## src/rtl/dmem_mmio.sv

```systemverilog
// rtl/dmem_mmio.sv - data memory stage: word RAM plus LED/switch/counter/timer I/O block
module dmem_mmio #(
    parameter int RAM_WORDS = 64,
    parameter int SW_WIDTH  = 16
) (
    input  logic                clk,
    input  logic                reset,
    input  logic                we,
    input  logic [31:0]         addr,
    input  logic [31:0]         wd,
    output logic [31:0]         rd,
    input  logic [SW_WIDTH-1:0] sw,
    output logic [SW_WIDTH-1:0] led,
    output logic                irq
);
    localparam int AW = $clog2(RAM_WORDS);

    logic [31:0]         r_ram [RAM_WORDS];
    logic [SW_WIDTH-1:0] r_led;
    logic [SW_WIDTH-1:0] r_sw_meta;
    logic [SW_WIDTH-1:0] r_sw_sync;
    logic [31:0]         r_count;
    logic [31:0]         r_cmp;
    logic                r_expired;

    logic          w_io_sel;
    logic [5:0]    w_off;
    logic [AW-1:0] w_idx;
    logic          w_wr_ram;
    logic          w_wr_led;
    logic          w_wr_count;
    logic          w_wr_cmp;
    logic          w_wr_clr;
    logic          w_hit;
    logic          w_unused;

    assign w_io_sel   = (addr[31:16] == 16'hFFFF);
    assign w_off      = addr[7:2];
    assign w_idx      = addr[AW+1:2];
    assign w_wr_ram   = we & ~w_io_sel;
    assign w_wr_led   = we & w_io_sel & (w_off == 6'h00);
    assign w_wr_count = we & w_io_sel & (w_off == 6'h02);
    assign w_wr_cmp   = we & w_io_sel & (w_off == 6'h03);
    assign w_wr_clr   = we & w_io_sel & (w_off == 6'h04) & wd[0];
    // A zero compare value parks the timer.
    assign w_hit      = (r_cmp != 32'd0) && (r_count == r_cmp);
    assign w_unused   = ^addr;

    always_ff @(posedge clk) begin
        if (w_wr_ram) begin
            r_ram[w_idx] <= wd;
        end
    end

    always_ff @(posedge clk or negedge reset) begin
        if (!reset) begin
            r_led     <= '0;
            r_sw_meta <= '0;
            r_sw_sync <= '0;
            r_count   <= 32'd0;
            r_cmp     <= 32'd0;
            r_expired <= 1'b0;
        end else begin
            r_sw_meta <= sw;
            r_sw_sync <= r_sw_meta;
            r_count   <= w_wr_count ? 32'd0 : r_count + 32'd1;
            if (w_wr_led) begin
                r_led <= wd[SW_WIDTH-1:0];
            end
            if (w_wr_cmp) begin
                r_cmp <= wd;
            end
            // Setting outranks a simultaneous clear so an expiry is never lost.
            if (w_hit) begin
                r_expired <= 1'b1;
            end else if (w_wr_clr) begin
                r_expired <= 1'b0;
            end
        end
    end

    always_comb begin
        rd = 32'd0;
        if (w_io_sel) begin
            case (w_off)
                6'h00:   rd = {{(32-SW_WIDTH){1'b0}}, r_led};
                6'h01:   rd = {{(32-SW_WIDTH){1'b0}}, r_sw_sync};
                6'h02:   rd = r_count;
                6'h03:   rd = r_cmp;
                6'h04:   rd = {31'd0, r_expired};
                default: rd = 32'd0;
            endcase
        end else begin
            rd = r_ram[w_idx];
        end
    end

    assign led = r_led;
    assign irq = r_expired;
endmodule
```

## config.mk

```make
export PLATFORM = sky130hd
export DESIGN_NAME = dmem_mmio
export DESIGN_NICKNAME = d
export VERILOG_FILES = /design/src/rtl/dmem_mmio.sv
export SDC_FILE = /design/constraint.sdc
export NUM_CORES = 2
export LEC_CHECK = 0
export CORE_ASPECT_RATIO = 1.2
export CORE_MARGIN = 10
export CORE_UTILIZATION = 35
export CTS_BUF_LIST = sky130_fd_sc_hd__clkbuf_2
export CTS_CLUSTER_DIAMETER = 50
export CTS_CLUSTER_SIZE = 30
export DETAILED_ROUTE_END_ITERATION = 10
export PLACE_DENSITY = 0.47
export SLEW_MARGIN = 20
export SYNTH_ARGS = -nofsm -noshare
export SYNTH_HDL_FRONTEND = slang
export SYNTH_SLANG_ARGS = --single-unit
```

## constraint.sdc

```tcl
create_clock -name clk -period 4.6 [get_ports clk]
set_clock_uncertainty 0.1 [all_clocks]
set_input_delay 0.92 -clock clk [delete_from_list [all_inputs] [get_ports clk]]
set_output_delay 0.92 -clock clk [all_outputs]
set_load 0.05 [all_outputs]
```

After elaboration in Yosys (flattened, before gate mapping)
Memories as Yosys holds them, arrays and structs flattened. Cells that the tools add are included.

Register bits after elaboration: 113. Latch bits: 0. RAM bits: 2048. Bits in read-only memories: 0. Bits of input ports: 83. Output and inout port bits: 49. Word-level logic and storage cells: 33. Memories kept: 1.

Add/subtract/negate cells: 1. Multiply operators: 0. Div/mod/pow operators: 0. Order comparisons: 0. Eq/ne operators: 6. Shift-type cells: 0. Muxes and demuxes: 7. Bitwise operators: 8. Reductions and logical operators: 4.

Memories: r_ram (depth 64, bits a word 32, rd ports 1, clocked after Yosys merged registers in 0, wr ports 1, line 18) `logic [31:0] r_ram [RAM_WORDS];`.

Operators by type and width (number): $pmux 32 s5 (1); $mux 32 (2); $add 32x1->32 const B (1); $eq 32x32->1 (1); $reduce_bool 32->1 (1); $eq 16x16->1 const B (1); $eq 6x2->1 const B (2); $and 1x1->1 (7); $eq 6x1->1 const B (1); $eq 6x3->1 const B (1); $logic_not 6->1 (1); $mux 1 (4); $reduce_bool 2->1 (1); $logic_and 1x1->1 (1); $not 1->1 (1).

Depth between registers and ports, before layout
Depth after elaboration: 6. Depth in mapped cells: 12. Depth with buffers taken out: 7.

Worst setup path before layout
OpenSTA, ideal clock, no wires.

Path kind: input -> output. Start point: input addr[3]. End point: output rd[13]. Data arrival time: 3.453 ns. Data required time: 3.580 ns. Slack: 0.127 ns. Stages on the path: 11. Path buffers: 6. Cell sequence: buf_6 -> buf_12 -> buf_6 -> buf_6 -> buf_4 -> buf_2 -> mux4_2 -> mux2i_1 -> nor2_1 -> o21ai_0 -> o21ai_0.

Word-level cells in the longest chain between the ends: 3. Elaborated cells between the ends (all ways): 8. Classes of those cells: eq/ne (4); mux (2); reduce/logical (1); memory (1).

RTL lines: start, declared (line 9) `input logic [31:0] addr,`; parallel branches: the longest is 2 deep, another holds $mem_v2 64x32; $mux 32 (*) (line 84) `if (w_io_sel) begin`; end, declared (line 11) `output logic [31:0] rd,`.

Every way passes the cells marked *.

Worst setup path after layout
Start point: memory r_ram[59][22]. End point: output rd[22].

Word-level cells in the longest chain between the ends: 2.

RTL lines (line): start, declared (18); $mem_v2 64x32; $mux 32 (84).

No other way between the ends.

==> reports/results.tsv <==
stage	metric	value	unit
setup_path	path_buf_inv	3	
die	die_w	466	um
detailed_routing	vias	42988	
placement	portBuffers	121	
global_route	grt_usage	20.5	%
power_and_ir_drop	swShare	26.6	%
setup_path	critPathSlowestCell	mux4_2	
sta	max_slew_margin	18.8	%
setup_path	cp_top_family	multiplexers	
detailed_routing	drc_errors	0	
setup_path	startpoint_type	flip-flop	
clock_tree	cts.sinks	2161	
clock_tree	post_cts_buffers	0	
clock_tree	clk_latency	1.82	ns
setup_path	path_max_fanout	1	
die	dieArea	259000	um^2
setup_path	critPathRequiredTime	3.58	ns
die	core_area	238000	um^2
global_route	grt_pass1_wl	372000	um
setup_path	crit_arrival	4.15	ns
yosys	yosysSeqAreaShare	76.9	%
power_and_ir_drop	vdd_ir_drop_max	167	uV
detailed_routing	first_pass_iters	5	
global_route	grt_max_degree	70	
detailed_routing	wl_per_cell	34.7	um
sta	rsz0062_at_grt	yes	
die	io_pins	132	
power_and_ir_drop	cellPowerDensity	348	nW/um^2
power_and_ir_drop	clock_power_share	27.8	%
die	initial_utilization	35.2	%
detailed_routing	drt-initial-drc-count	4562	
global_route	grt_pass1_vias	43803	
clock_tree	path_clk_slew	0.37	ns
yosys	ys_ff_latch	2161	
min_path	min_path_type	input pin to flip-flop	
layout	stdcell_area	98500	um^2
global_route	globalRoute.totalOverflow	0	
sta	max_freq	194	MHz
sta	setup_violations	32	
sta	setup_tns	-11.75	ns
yosys	yosys_warnings	0	
detailed_routing	routed_wl	271000	um
layout	final_common_cell	edfxtp_1	
yosys	synthArstFlopShare	5.23	%
run_status	status	complete, but fails checks	
sta	worst_slack	-0.567	ns
yosys	synth_top_area_share	73.6	%
layout	nets	4575	
yosys	synth_cell_type_count	62	
sta	tightest_slew	1.21	ns
die	die_y	555	um
sta	maxSlewViolCount	0	
detailed_routing	postRouteAntennaNets	0	
setup_path	crit_path_end_kind	output port	
yosys	yosys-top-cells-area	edfxtp_1 74%, mux4_2 14%, dfrtp_1 3.4%	
flow_run	maxCapViolCount	0	
setup_path	cp_slowest_stage_delay	0.55	ns
setup_path	path_cells	mux4_2, mux4_2, a22oi_2, buf_4, o211ai_1, buf_4, buf_12	
detailed_routing	viasPerCell	5.51	
power_and_ir_drop	switchingPower	9.12	mW
placement	hpwlAfterDp	171000	um
power_and_ir_drop	power.internal	25.2	mW
setup_path	critPathKind	flip-flop to output port	
yosys	synth_area	83600	um^2
die	row_count	196	
global_route	grt_antenna_before_repair	20	
placement	dpl_cell_area	94400	um^2
layout	final_cell_mix	2,048 x edfxtp_1, 533 x mux4_2, 384 x buf_4	
clock_tree	cts_max_level	4	
yosys	synth_nets	3850	
run_status	failed_checks	negative setup slack	
power_and_ir_drop	p_seq_share	63.3	%
clock_tree	cts_made_buffers	174	
sta	hold_viol_final	0	
layout	drive_above_1_share	37.1	%
clock_tree	cts_tree	done	
yosys	syn_inst	3766	
yosys	yosys_most_used_dff	edfxtp_1	
clock_tree	clockBufferDepth	4	
layout	area_delta_synth_final	17.9	%
sta	period_needed	5.17	ns
power_and_ir_drop	power_leakage	31.5	nW
yosys	avgSynthCellArea	22.2	um^2
clock_tree	clockRootBuffer	clkbuf_2	
layout	fillCellCount	20875	
sta	fin_crit_sh	112	%
placement	place_congestion	0.837	
power_and_ir_drop	pwr-share-comb	8.8	%
yosys	synth-edff-count	2048	
yosys	yosys.area.top_type	edfxtp_1	
-- synthesized netlist by cell type, drive strengths merged, types with 2 or more instances --
library cell,n
nor2,118
nand4,19
or2,2
dfrtp,113
nor3,26
o22ai,25
o211ai,12
xnor2,27
nand3,27
or3,10
buf,153
and4,2
nor3b,2
and3,8
a32o,2
a221oi,15
clkbuf,48
a221o,6
nand2,63
mux2,63
a22o,21
nand2b,3
o41ai,2
nor2b,27
mux2i,93
and2,6
mux4,534
inv,5
o32ai,3
a22oi,97
nor4,16
o21ai,24
o41a,2
xor2,32
edfxtp,2048
a2111oi,4
a21o,3
a21oi,53
a211oi,45
-- worst paths after layout --
path                            endpoint  slack [ns]          start  cells after the start
min in group asynchronous         led[8]        0.58          reset                      5
hold reg to reg            r_sw_sync[11]        0.29  r_sw_meta[11]                      0
setup / recovery                  rd[22]       -0.57  r_ram[59][22]                      7
max in group asynchronous         led[6]        3.41          reset                      5
setup reg to reg             r_count[22]        1.82     r_count[1]                      6
hold / removal              r_ram[17][6]        0.12          wd[6]                      2
-- worst register-to-register path, stage by stage, from the launching register on --
cell	delay (ns)
dfrtp_1	0.57
ha_1	0.26
nand4_1	0.23
nor3_1	0.69
nand3_1	0.26
or3_1	0.41
a21oi_1	0.14
-- cells by family (layout without fill, tap and decap cells) --
group,after synthesis,in the layout,synth area share [%]
buffers and inverters,206,1067,1.45
adders and majority gates,1,1,0.0150
AOI/OAI and AO/OA,318,318,2.71
and+or+nand+nor,331,331,1.92
muxes,690,690,16.4
other,0,9,0
DFF,2161,2161,76.9
xor gates and xnor gates,59,59,0.618
-- metal layers --
layer,routed length [um],up-vias,GRT usage (%),share of wire (%)
met5,54,-,0,0.020
met4,7870,10,5.51,2.9
met3,13600,313,2.45,5.0
met2,133000,1399,34.1,49
met1,116000,23847,28.5,43
li1,-,17419,-,-
-- state kept, by name, summed over array words and instances, names as in the netlist --
register   cells
r_ram       2048
r_cmp         32
r_count       32
led           16
r_sw_meta     16
r_sw_sync     16
irq            1
-- what timing repair did --
item | in CTS | in global routing
pin swaps | 61 | 31
setup endpoints to repair | 32 | 32
hold endpoints to repair | 2234 | 0
resized for setup | 141 | 56
hold buffers | 86 | 0
-- stage by stage --
stage	power (mW)	hold slack, ns	utilization [%]	instances	setup WS [ns]
2_1_floorplan	23.3	0.231	-	3766	0.127
3_3_place_gp	25.0	0.237	39.7	7409	-0.753
3_5_place_dp	25.0	0.237	39.7	7411	-0.734
4_1_cts	34.6	0.000680	41.4	7796	-0.801
5_1_grt	35.4	0.00133	41.5	7801	-0.813
6_report	34.3	0.121	41.5	7804	-0.567
-- layout make-up --
| class | instances | area (um^2) | area share (%) |
|---|---|---|---|
| antenna | 9 | 22.5 | 0.0229 |
| clock buffer | 185 | 926 | 0.940 |
| clock inverter | 127 | 1550 | 1.58 |
| inverter | 5 | 22.5 | 0.0229 |
| multi-input combinational | 1399 | 19400 | 19.7 |
| sequential | 2161 | 64300 | 65.3 |
| tap | 3168 | 3960 | 4.02 |
| timing repair buffer | 750 | 8310 | 8.43 |
-- power by group through the flow --
| stage | registers (mW) | logic, mW | clock network, mW |
|---|---|---|---|
| 2_1_floorplan | 22.1 | 1.21 | 0 |
| 3_3_place_gp | 22.1 | 2.88 | 0 |
| 4_1_cts | 21.7 | 3.06 | 9.85 |
| 6_report | 21.7 | 3.03 | 9.53 |
| 3_5_place_dp | 22.1 | 2.90 | 0 |
| 5_1_grt | 21.7 | 3.16 | 10.5 |
(Power assumes the default switching activity.)
